[config.mk]
export PLATFORM = sky130hd
export DESIGN_NAME = change_dispenser_flat
export DESIGN_NICKNAME = d
export VERILOG_FILES = /design/src/rtl/vm_pkg.sv /design/src/rtl/change_dispenser_if.sv /design/src/rtl/change_coin_select.sv /design/src/rtl/change_dispenser.sv /design/src/flat_wrapper.sv
export SDC_FILE = /design/constraint.sdc
export NUM_CORES = 1
export LEC_CHECK = 0
export CAP_MARGIN = 15
export CORE_UTILIZATION = 30
export DETAILED_ROUTE_END_ITERATION = 12
export PLACE_DENSITY = 0.56
export SYNTH_ARGS = -nofsm -noshare
export SYNTH_HDL_FRONTEND = slang
export SYNTH_SLANG_ARGS = --single-unit
[constraint.sdc]
create_clock -name clk -period 7.55 [get_ports clk]
set_input_delay 1.51 -clock clk [delete_from_list [all_inputs] [get_ports clk]]
set_output_delay 1.51 -clock clk [all_outputs]
set_load 0.005 [all_outputs]
[src/rtl/vm_pkg.sv]
// Shared vending-machine definitions: money width, coin denominations,
// prices and the change dispenser state encoding.
package vm_pkg;
    localparam int MONEY_W   = 8;
    localparam int NUM_DENOM = 4;

    localparam logic [MONEY_W-1:0] COIN_1  = 8'd1;
    localparam logic [MONEY_W-1:0] COIN_5  = 8'd5;
    localparam logic [MONEY_W-1:0] COIN_10 = 8'd10;
    localparam logic [MONEY_W-1:0] COIN_50 = 8'd50;

    // Inventory slot of each denomination, largest first
    localparam logic [1:0] IDX_50 = 2'd0;
    localparam logic [1:0] IDX_10 = 2'd1;
    localparam logic [1:0] IDX_5  = 2'd2;
    localparam logic [1:0] IDX_1  = 2'd3;

    // Product prices used by the vending controller
    localparam logic [MONEY_W-1:0] PRICE_WATER = 8'd65;
    localparam logic [MONEY_W-1:0] PRICE_SODA  = 8'd85;
    localparam logic [MONEY_W-1:0] PRICE_SNACK = 8'd120;

    typedef enum logic [1:0] {
        DISP_IDLE,
        DISP_SELECT,
        DISP_ISSUE,
        DISP_DONE
    } disp_state_t;

    // Map a coin value to its inventory slot
    function automatic logic [1:0] coin_idx(input logic [MONEY_W-1:0] coin);
        case (coin)
            COIN_50: return IDX_50;
            COIN_10: return IDX_10;
            COIN_5:  return IDX_5;
            default: return IDX_1;
        endcase
    endfunction
endpackage

[src/rtl/change_dispenser_if.sv]
// Request / coin-out / status bundle between the dispenser and its users.
interface change_dispenser_if;
    import vm_pkg::*;

    logic               change_valid;
    logic [MONEY_W-1:0] change_amount;
    logic               change_ready;
    logic               coin_valid;
    logic [MONEY_W-1:0] coin_out;
    logic               coin_ack;
    logic               refill;
    logic               done;
    logic [MONEY_W-1:0] shortfall;
    logic               busy;

    // Dispenser side
    modport slave (
        input  change_valid, change_amount, coin_ack, refill,
        output change_ready, coin_valid, coin_out, done, shortfall, busy
    );

    // Controller / hopper side
    modport master (
        output change_valid, change_amount, coin_ack, refill,
        input  change_ready, coin_valid, coin_out, done, shortfall, busy
    );
endinterface

[src/rtl/change_coin_select.sv]
// Greedy picker: largest denomination that fits the remaining amount and
// still has coins in stock.
module change_coin_select
    import vm_pkg::*;
(
    input  logic [MONEY_W-1:0]   remaining,
    input  logic [NUM_DENOM-1:0] avail,
    output logic [MONEY_W-1:0]   coin,
    output logic                 found
);
    // Priority chain, largest first
    always_comb begin
        coin  = '0;
        found = 1'b1;
        if (avail[IDX_50] && remaining >= COIN_50)      coin = COIN_50;
        else if (avail[IDX_10] && remaining >= COIN_10) coin = COIN_10;
        else if (avail[IDX_5] && remaining >= COIN_5)   coin = COIN_5;
        else if (avail[IDX_1] && remaining >= COIN_1)   coin = COIN_1;
        else                                            found = 1'b0;
    end
endmodule

[src/rtl/change_dispenser.sv]
// Change dispenser: pays a change amount out one coin at a time, greedy
// largest-first, tracking per-denomination inventory and reporting any
// unpaid remainder.
module change_dispenser
    import vm_pkg::*;
#(
    parameter logic [MONEY_W-1:0] INV_INIT = 8'd20
) (
    input logic              clk,
    input logic              reset,
    change_dispenser_if.slave bus
);
    disp_state_t state, state_nx;
    logic [MONEY_W-1:0] remaining, remaining_nx;
    logic [MONEY_W-1:0] coin, coin_nx;
    logic [MONEY_W-1:0] shortfall, shortfall_nx;
    logic [NUM_DENOM-1:0][MONEY_W-1:0] inv, inv_nx;
    logic [NUM_DENOM-1:0] avail;
    logic [MONEY_W-1:0] sel_coin;
    logic               sel_found;
    logic               ready, coin_valid, done, busy;
    logic [1:0]         ack_idx;

    // Stock flags for the picker
    always_comb begin
        for (int i = 0; i < NUM_DENOM; i++) avail[i] = (inv[i] != '0);
    end

    change_coin_select u_select (
        .remaining (remaining),
        .avail     (avail),
        .coin      (sel_coin),
        .found     (sel_found)
    );

    // Next-state and datapath updates
    always_comb begin
        state_nx     = state;
        remaining_nx = remaining;
        coin_nx      = coin;
        shortfall_nx = shortfall;
        inv_nx       = inv;
        ack_idx      = coin_idx(coin);
        unique case (state)
            DISP_IDLE: begin
                if (bus.change_valid && ready) begin
                    remaining_nx = bus.change_amount;
                    shortfall_nx = '0;
                    state_nx     = DISP_SELECT;
                end else if (bus.refill) begin
                    inv_nx = {NUM_DENOM{INV_INIT}};
                end
            end
            DISP_SELECT: begin
                if (sel_found) begin
                    coin_nx  = sel_coin;
                    state_nx = DISP_ISSUE;
                end else begin
                    shortfall_nx = remaining;
                    state_nx     = DISP_DONE;
                end
            end
            DISP_ISSUE: begin
                if (bus.coin_ack) begin
                    // The picker only offers coins that fit and are in stock
                    remaining_nx = remaining - coin;
                    if (inv[ack_idx] != '0) inv_nx[ack_idx] = inv[ack_idx] - 8'd1;
                    coin_nx  = '0;
                    state_nx = DISP_SELECT;
                end
            end
            DISP_DONE: state_nx = DISP_IDLE;
            default:   state_nx = DISP_IDLE;
        endcase
    end

    // State, datapath and registered status outputs
    always_ff @(posedge clk) begin
        if (reset) begin
            state      <= DISP_IDLE;
            remaining  <= '0;
            coin       <= '0;
            shortfall  <= '0;
            inv        <= {NUM_DENOM{INV_INIT}};
            ready      <= 1'b0;
            coin_valid <= 1'b0;
            done       <= 1'b0;
            busy       <= 1'b0;
        end else begin
            state      <= state_nx;
            remaining  <= remaining_nx;
            coin       <= coin_nx;
            shortfall  <= shortfall_nx;
            inv        <= inv_nx;
            ready      <= (state_nx == DISP_IDLE);
            coin_valid <= (state_nx == DISP_ISSUE);
            done       <= (state_nx == DISP_DONE);
            busy       <= (state_nx != DISP_IDLE);
        end
    end

    assign bus.change_ready = ready;
    assign bus.coin_valid   = coin_valid;
    assign bus.coin_out     = coin;
    assign bus.done         = done;
    assign bus.shortfall    = shortfall;
    assign bus.busy         = busy;
endmodule

[src/flat_wrapper.sv]
// flat-port wrapper written by rule: the top's interface ports become plain ports
module change_dispenser_flat import vm_pkg::*;
#(
    parameter logic [MONEY_W-1:0] INV_INIT = 8'd20
)
  (clk, reset, bus_change_valid, bus_change_amount, bus_coin_ack, bus_refill, bus_change_ready, bus_coin_valid, bus_coin_out, bus_done, bus_shortfall, bus_busy);
  change_dispenser_if bus_i ();
  input logic clk;
  input logic reset;
  input wire logic [$bits(bus_i.change_valid)-1:0] bus_change_valid;
  input wire logic [$bits(bus_i.change_amount)-1:0] bus_change_amount;
  input wire logic [$bits(bus_i.coin_ack)-1:0] bus_coin_ack;
  input wire logic [$bits(bus_i.refill)-1:0] bus_refill;
  output wire logic [$bits(bus_i.change_ready)-1:0] bus_change_ready;
  output wire logic [$bits(bus_i.coin_valid)-1:0] bus_coin_valid;
  output wire logic [$bits(bus_i.coin_out)-1:0] bus_coin_out;
  output wire logic [$bits(bus_i.done)-1:0] bus_done;
  output wire logic [$bits(bus_i.shortfall)-1:0] bus_shortfall;
  output wire logic [$bits(bus_i.busy)-1:0] bus_busy;
  assign bus_i.change_valid = bus_change_valid;
  assign bus_i.change_amount = bus_change_amount;
  assign bus_i.coin_ack = bus_coin_ack;
  assign bus_i.refill = bus_refill;
  assign bus_change_ready = bus_i.change_ready;
  assign bus_coin_valid = bus_i.coin_valid;
  assign bus_coin_out = bus_i.coin_out;
  assign bus_done = bus_i.done;
  assign bus_shortfall = bus_i.shortfall;
  assign bus_busy = bus_i.busy;
  change_dispenser #(.INV_INIT(INV_INIT)) u_core (.clk(clk), .reset(reset), .bus(bus_i));
endmodule
* Word-level counts from Yosys, hierarchy flattened
Index checks and enable logic that the tools add are counted.
** Cells by class
- Add/sub/neg operators :: 2
- Mux-type cells :: 32
- Reductions and logical operators :: 21
- Equality and inequality tests :: 15
- Magnitude comparators :: 6
** Operator list (count)
- 2-to-1 mux 32 bit :: 4
- 2-to-1 mux 8 bit :: 8
- one-hot mux 32 bit (2 select lines) :: 1
- one-hot mux 8 bit (2 select lines) :: 3
- nonzero test 8 bit :: 5
- bitwise mux 32 bit :: 1
- binary-select mux 8 bit (select 2 bit) :: 1
- demux 8 bit (select 2 bit) :: 1
- AND reduction 3 bit :: 3
- == test 2 bit, second input constant :: 4
- == test 8 x 3 -> 1 bit, second input constant :: 1
- == test 8 x 4 -> 1 bit, second input constant :: 1
- == test 8 x 6 -> 1 bit, second input constant :: 1
- >= comparator 8 x 1 -> 1 bit, second input constant :: 1
- >= comparator 8 x 3 -> 1 bit, second input constant :: 1
- >= comparator 8 x 4 -> 1 bit, second input constant :: 1
- >= comparator 8 x 6 -> 1 bit, second input constant :: 1
- != test 2 bit, second input constant :: 4
- one-hot mux 2 bit (4 select lines) :: 1
- nonzero test 2 bit :: 4
- subtractor 8 x 1 -> 8 bit, second input constant :: 1
- subtractor 8 bit :: 1
- logical AND 1 bit :: 6
- 2-to-1 mux 1 bit :: 6
- other kinds (11) :: 15
** Word-level totals
- Logic and storage cells :: 88
- Flip-flop bits (word level) :: 62
- Input port bits :: 13
- Output and inout port bits :: 20

* Logic depth before layout (Yosys ltp)
Gate-level depths: netlist of run 1.
- Depth in word-level cells :: 10
- Gate-level depth with buffers :: 12
- Gate-level depth less buffers :: 11

* By module
A second synthesis of run 1 with hierarchy kept.
** Second synthesis, totals
- Cells, all modules :: 384
- Area, all modules :: 3355.7 µm²
** By module, submodules not included
- change_dispenser :: cells an instance 363, sequential area each 1241.2 µm², instances 1, area an instance 3204.3 µm²
- change_coin_select :: cells an instance 21, sequential area each 0.0 µm², instances 1, area an instance 151.4 µm²

* Worst setup path after synthesis of run 1
Ideal clock, no wire load.
- Kind :: flip-flop to flip-flop
- Start :: reg u_core.coin[0] (netlist: u_core.bus.coin_out[0])
- End :: reg u_core.inv[24] (netlist bit)
- Arrival time :: 2.811 ns
- Setup slack :: 4.679 ns
- Stages on the path, launching flop included :: 12
- Setup time :: 0.059 ns
- Clock period less this slack :: 2.871 ns
- Path through :: dfxtp_1 buf_2 nand3b_1 nor3_2 mux2_2 o221ai_1 ha_1 nor4b_2 nand4_4 o21ai_2 and2_2 a22o_1
** Between the ends
- Cells in the longest elaborated chain, start to end :: 10
** Ends and longest elaborated chain
- from (decl) :: line change_dispenser.sv:15 : logic [MONEY_W-1:0] coin, coin_nx;
- from (signal assigned) :: line change_dispenser.sv:92 : coin <= coin_nx;
- == test 8 x 3 -> 1 bit, or another cell as far along :: line vm_pkg.sv:32 : case (coin)
- one-hot mux 2 bit (3 select lines) * :: line vm_pkg.sv:32
- parallel branches: the longest is 8 deep, another holds subtractor 8 x 1 -> 8 bit
- to (signal assigned) :: line change_dispenser.sv:84 : inv <= {NUM_DENOM{INV_INIT}};
- to (signal assigned) :: line change_dispenser.sv:94 : inv <= inv_nx;
- to (decl) :: line change_dispenser.sv:17 : logic [NUM_DENOM-1:0][MONEY_W-1:0] inv, inv_nx;
Every way passes the cells marked *. The select of a mux whose other input is x is not followed.
A chain may end at the register's enable or synchronous reset.

* Final worst setup path of run 1
- Start :: reg u_core.coin[0] (netlist: u_core.bus.coin_out[0])
- End :: reg u_core.inv[16] (netlist bit)
The elaborated chain is that of the path after synthesis.

==> summary.md, run 1 <==
| Metric | Value |
|---|---|
| # Max-Cap Violations | 0 |
| Dpl ws | 3808 ps |
| DR DRC count | 0 |
| CTS H-tree depth | 3 |
| First-pass GRT wire length | 16.10 mm |
| Largest net degree at the start of global routing | 48 |
| Reg-to-reg setup timing slack | 4060 ps |
| Buffers on Ports | 30 |
| Asr flop ratio synth | 0% |
| Slew @ Worst Pin | 1035 ps |
| Top FF cell, synth | dfxtp_1 |
| Final nets | 446 |
| Required @ worst endpoint | 7830 ps |
| Maximum vdd ir drop | 0.09022 mV |
| Seq. cell area | 1181 sq um |
| FP Rows | 37 |
| Hold wc startpoint | u_core.bus.shortfall[5] |
| Initial Util | 31.42% |
| Slew HR | 30.87% |
| Mapped Area | 3302 sq um |
| Worst-path clk slew | 70 ps |
| DR iter-0 viols | 231 |
| Hold_buf cts | 0 |
| Number of flops mapped to enable cells by yosys | 0 |
| CTS tree | built |
| Peak Freq | 0.2866 GHz |
| Placed Instances | 550 |
| Area of the core | 10510 sq um |
| CP bufs+invs | 0 |
| Status | completed |
| Final period utilization | 46.22% |
| Clk_lat worst skew | 350 ps |
| Wirelength per Cell | 17.54 microns |
| Crit path kind | flip-flop to flip-flop |
| Vias per inst | 5.639 |
| Fill count | 1079 |
| Post-synthesis sequential area ratio | 35.77% |
| Post-synth top area cell | dfxtp_1 |
| Crit path launch type | flip-flop |
| Vias in the first global route | 3099 |
| Die X | 106.9 microns |
| Final Max Slew Viols | 0 |
| Post-CTS Setup Bufs | 0 |
| IO Pins | 33 |
| Final hold violation count | 0 |
| Count leader, synth | dfxtp_1 |
| R2r startpoint | u_core.bus.coin_out[0] |
| Synth area leaders | dfxtp_1 36%, a22o_1 5.3%, o21ai_0 5.3% |
| Gpl congestion | 0.9561 |
| # diodes | 0 |
| Final WL | 9.911 mm |
| Drt pass-1 iters | 5 |
| Syn. warnings | 0 |
| GRT Overall Usage | 18.34% |
| Die area | 11430 sq um |
| Area fraction of the dominant cell type after synthesis | 35.77% |
| Critical Path Sink Type | flip-flop |
| Class of the worst hold path | flip-flop to flip-flop |
| Worst Skew | 16.60 ps |
| Initial antenna violation count | 0 |
| Critical path startpoint | u_core.bus.coin_out[0] |
| CP Max Fanout | 13 |
| Family with the most delay on the worst path | simple AND/OR/NAND/NOR gates |
| Hold_ws | 467.4 ps |
| HPWL Detailed | 7.431 mm |
| Setup TNS | 0 ps |
| Worst path cell trace | nand3b_1, nor3_2, mux2_2, o221ai_1, ha_1, nor4b_2, nand4_4, o21ai_2, and2_2, a22o_1 |
| Tot Pwr | 878.5 uW |
| Hold depth | 2 |
| Synth Instances | 403 |
| Clk buf depth | 2 |
| Cell count of the worst reg-to-reg path | 10 |
| RSZ-0062 raised after global routing | false |
| Die Y-Extent | 106.9 microns |
| Syn avg cell area | 8.193 sq um |
| Fin cells | 565 |
| Final setup fails | 0 |
| LEAKAGE | 1.358 nW |
| Total congestion overflow | 0 |
| Final worst setup slack | 4061 ps |
| DRT antenna net count | 0 |
| Slowest CP cell | dfxtp_1 |
| Pwr per Cell Area | 226.7 nW/um^2 |
| Worst r2r dst | u_core.inv[16] |
| Yosys reg bits | 59 |
| Critical Path AT | 3770 ps |
| Multi-input gate area | 1972 sq um |
| Total number of vias | 3186 |
| Total clock sinks | 59 |
| Post-CTS sizing | 0 |
| Synth unique cells | 64 |
| Worst Hold End | u_core.bus.shortfall[5] |
| Post-route minimum period | 3489 ps |
| Commonest cells post-synth | 59 x dfxtp_1, 44 x nor2_1, 35 x o21ai_0, 30 x a21oi_1 |
| Share of layout cells above drive strength 1 | 8.392% |
| Synth-to-Final Area Change | 17.36% |
| CTS Buf Count | 9 |
| Max stage delay on crit path | 650 ps |
| Root Buffer | clkbuf_8 |
| Stages on the worst setup path | 10 |
## layer usage
metal | wire length (microns) | vias to the layer above | track usage [%]
met5 | 0 | - | 0
met4 | 310 | 0 | 8.415
met3 | 531 | 22 | 3.222
met2 | 4438 | 109 | 27.65
met1 | 4630 | 1532 | 25.33
li1 | - | 1523 | -
## stage by stage
stage / utilization (%) / instance area (sq um)
CTS: 36.87 / 3875
global route: 36.87 / 3875
floorplan: - / 3306
detailed placement: 35.05 / 3684
global placement: 35.05 / 3684
finish: 36.87 / 3875
## worst max path at each step
stage                                      to  slack (ps)
after CTS                      u_core.inv[16]        4070
after global routing           u_core.inv[16]        3770
final                          u_core.inv[16]        4060
after detailed placement  u_core.remaining[6]        3810
after global placement    u_core.remaining[6]        3860
after floorplan                u_core.inv[24]        4680
## layout by cell type, fill, tap and decap left out, types with 7 or more instances in the layout
cell type        instances
nor2_1                  44
nand2b_1                12
inv_1                   13
nor2b_1                 10
dfxtp_1                 59
nor3_1                  10
o21ai_0                 35
nand3_1                 19
clkbuf_8                10
ha_1                     7
a21oi_1                 30
a22o_1                  20
clkdlybuf4s50_1         30
nand2_1                 20
## flip-flops by register name (all words and copies together) (netlist names)
signal                   flops
u_core.inv                  32
u_core.bus.shortfall         8
u_core.remaining             8
u_core.bus.coin_out          5
u_core.state                 2
u_core.bus.busy              1
u_core.bus.change_ready      1
u_core.bus.coin_valid        1
u_core.bus.done              1
## logic make-up after synthesis
family | share of synthesized area, %
AND/OR/NAND/NOR | 25.92
AO/OA/AOI/OAI | 28.65
flip-flops | 35.77
buffers and inverters | 4.623
adder cells (fa/ha/maj) | 3.259
XOR/XNOR | 1.327
other | 0.1136
multiplexers | 0.3410
## area by class of cell
cell class                      count  area share (%)
Sequential cell                    59           30.48
Multi-Input combinational cell    310           50.89
Clock inverter                      5           1.388
Inverter                           14           1.356
Timing Repair Buffer               31           7.943
Tap cell                          136           4.391
Clock buffer                       10           3.552
## power by group
part           total (mW)  internal, mW  switching (mW)
Clock               0.294         0.158           0.136
Combinational       0.215        0.0878           0.127
Sequential          0.369         0.334          0.0357
## worst register-to-register path, cell delays in order, from the launching register on
cell and delay (ps):
dfxtp_1 650, nand3b_1 190, nor3_2 320, mux2_2 380
o221ai_1 320, ha_1 260, nor4b_2 360, nand4_4 230
o21ai_2 330, and2_2 250, a22o_1 150
No activity file was read; power rests on OpenSTA's default activity.
==> run 2: changes to the inputs <==
- clock period: 7.55 -> 3.4 ns (I/O delays scaled with it)
==> run 2 against run 1 <==
  * Cell count up 3.2%
  * Design area up 3.9%
  * Sequential power up 120%
  * Clock skew down 7.8 ps
  * First-iteration DRC count up 30%
  * Total power up 130%
  * Wire length up 3.9%
  * Largest power group unchanged
==> summary.md, run 2 (synthesis results as in run 1) <==
| Metric | Value |
|---|---|
| Clk buf depth | 2 (unchanged) |
| Fin cells | 583 (+3.2%) |
| Fin util | 38.31% (+1.4 points) |
| Total clock sinks | 59 (unchanged) |
| Worst-path clk slew | 70 ps (about the same) |
| Dpl ws | 387.5 ps (-3420 ps) |
| Required @ worst endpoint | 3680 ps (-4150 ps) |
| Final WL | 10.30 mm (+3.9%) |
| Commonest non-fill, non-tap cell in the layout | dfxtp_1 |
| Most frequent cells in the layout | 59 x dfxtp_1, 44 x nor2_1, 35 x o21ai_0 |
| Peak Freq | 0.3233 GHz (+13%) |
| Synth-to-Final Area Change | 21.94% |
| CTS tree | built |
| First-pass GRT wire length | 16.15 mm (+0.34%) |
| Area of the core | 10510 sq um (unchanged) |
| Setup TNS | 0 ps (unchanged) |
| LEAKAGE | 1.458 nW (+7.4%) |
| DR iter-0 viols | 300 (+30%) |
| Gpl congestion | 0.9754 (+2.0%) |
| IO Pins | 33 (unchanged) |
| Initial Util | 31.42% (unchanged) |
| Placed Instances | 569 (+3.5%) |
| # diodes | 0 (unchanged) |
| Post-route minimum period | 3093 ps (-396.1 ps) |
| Vias in the first global route | 3078 (-0.68%) |
| Final worst setup slack | 306.8 ps (-3754 ps) |
| CP Max Fanout | 7 (-6) |
| FP Rows | 37 (unchanged) |
| Hold_buf cts | 0 (unchanged) |
| Vias per inst | 5.484 (-2.8%) |
| Die X | 106.9 microns (unchanged) |
| GRT Overall Usage | 18.69% (+0.35 points) |
| Slew HR | 41.98% (+11 points) |
| Crit path launch type | flip-flop |
| Die area | 11430 sq um (unchanged) |
| Final nets | 465 (+4.3%) |
| CTS H-tree depth | 3 (unchanged) |
| Class of the worst hold path | flip-flop to flip-flop |
| Wirelength per Cell | 17.66 microns (+0.69%) |
| Clk_lat worst skew | 340 ps (about the same) |
| Slew @ Worst Pin | 866.2 ps (-168.6 ps) |
| RSZ-0062 raised after global routing | false |
| Post-CTS sizing | 0 (unchanged) |
| DRT antenna net count | 0 (unchanged) |
| Tot Pwr | 1.987 mW (+130%) |
| Fill count | 1087 (+0.74%) |
| Pwr per Cell Area | 493.6 nW/um^2 (+120%) |
| Buffers on Ports | 30 (unchanged) |
| CTS Buf Count | 9 (unchanged) |
| Maximum vdd ir drop | 0.1701 mV (+88%) |
| Share of layout cells above drive strength 1 | 12.08% (+3.7 points) |
| Total number of vias | 3197 (+0.35%) |
| Root Buffer | clkbuf_8 |
| Final hold violation count | 0 (unchanged) |
| Total congestion overflow | 0 (unchanged) |
| Final instance area | 4026 sq um (+3.9%) |
| Final period utilization | 90.98% (+45 points) |
| Critical Path AT | 3380 ps (-390 ps) |
| Hold_ws | 472.7 ps (+5.266 ps) |
| Crit path kind | flip-flop to flip-flop |
| # Max-Cap Violations | 0 (unchanged) |
| Final Max Slew Viols | 0 (unchanged) |
| Post-CTS Setup Bufs | 0 (unchanged) |
| Largest net degree at the start of global routing | 37 (-23%) |
| Worst Skew | 8.834 ps (-7.766 ps) |
| Status | completed |
| HPWL Detailed | 7.846 mm (+5.6%) |
| Final setup fails | 0 (unchanged) |
| Die Y-Extent | 106.9 microns (unchanged) |
| Drt pass-1 iters | 5 (unchanged) |
| DR DRC count | 0 (unchanged) |
| Max reg flops | 32 (unchanged) |
| Placed Area | 3826 sq um (+3.9%) |
| Largest reg by FF count | u_core.inv |
| Biggest regs | u_core.inv (32), u_core.bus.shortfall (8), u_core.remaining (8) |
| Critical Path Sink Type | flip-flop |
| Initial antenna violation count | 0 (unchanged) |
[run 2: where the power goes]
part           leakage (nW)  total (mW)  switching, mW  internal (mW)
combinational         0.874       0.514          0.300          0.215
clock                 0.104       0.674          0.284          0.389
sequential            0.480       0.799         0.0581          0.741
total                  1.46        1.99          0.642           1.35
[run 2: worst max-delay path: stages, from the launching register on]
cell	delay (ps)
dfxtp_1	400
nand3b_1	130
nor3_2	180
mux2_2	360
o221ai_1	380
ha_1	270
nor4b_2	380
nand4_4	240
o21ai_2	300
and2_2	240
a22o_1	150
[run 2: path summary, 6_finish.rpt]
kind	start	endpoint	slack, ps	cells after the start
max reg2reg	u_core.bus.coin_out[0]	u_core.inv[0]	310	10
min reg2reg	u_core.bus.shortfall[7]	u_core.bus.shortfall[7]	470	2
min	u_core.bus.shortfall[7]	u_core.bus.shortfall[7]	470	2
max	u_core.bus.coin_out[0]	u_core.inv[0]	310	10
[run 2: area by class of cell]
type,instances,area [sq um],share of cell area (%)
flip-flops and latches,59,1181,29.33
inverters,14,52.55,1.305
clock inverters,2,35.03,0.8701
well taps,136,170.2,4.226
repair buffers,50,450.4,11.19
multi-input cells,310,1972,48.97
clock buffers,12,165.2,4.102
[run 2: layer usage]
layer / global-route usage, % / vias to the layer above / routed length, microns
met5: 0 / - / 0
met4: 10.08 / 0 / 397
met3: 2.918 / 27 / 481
met2: 29.31 / 116 / 4641
met1: 24.53 / 1487 / 4776
li1: - / 1567 / -
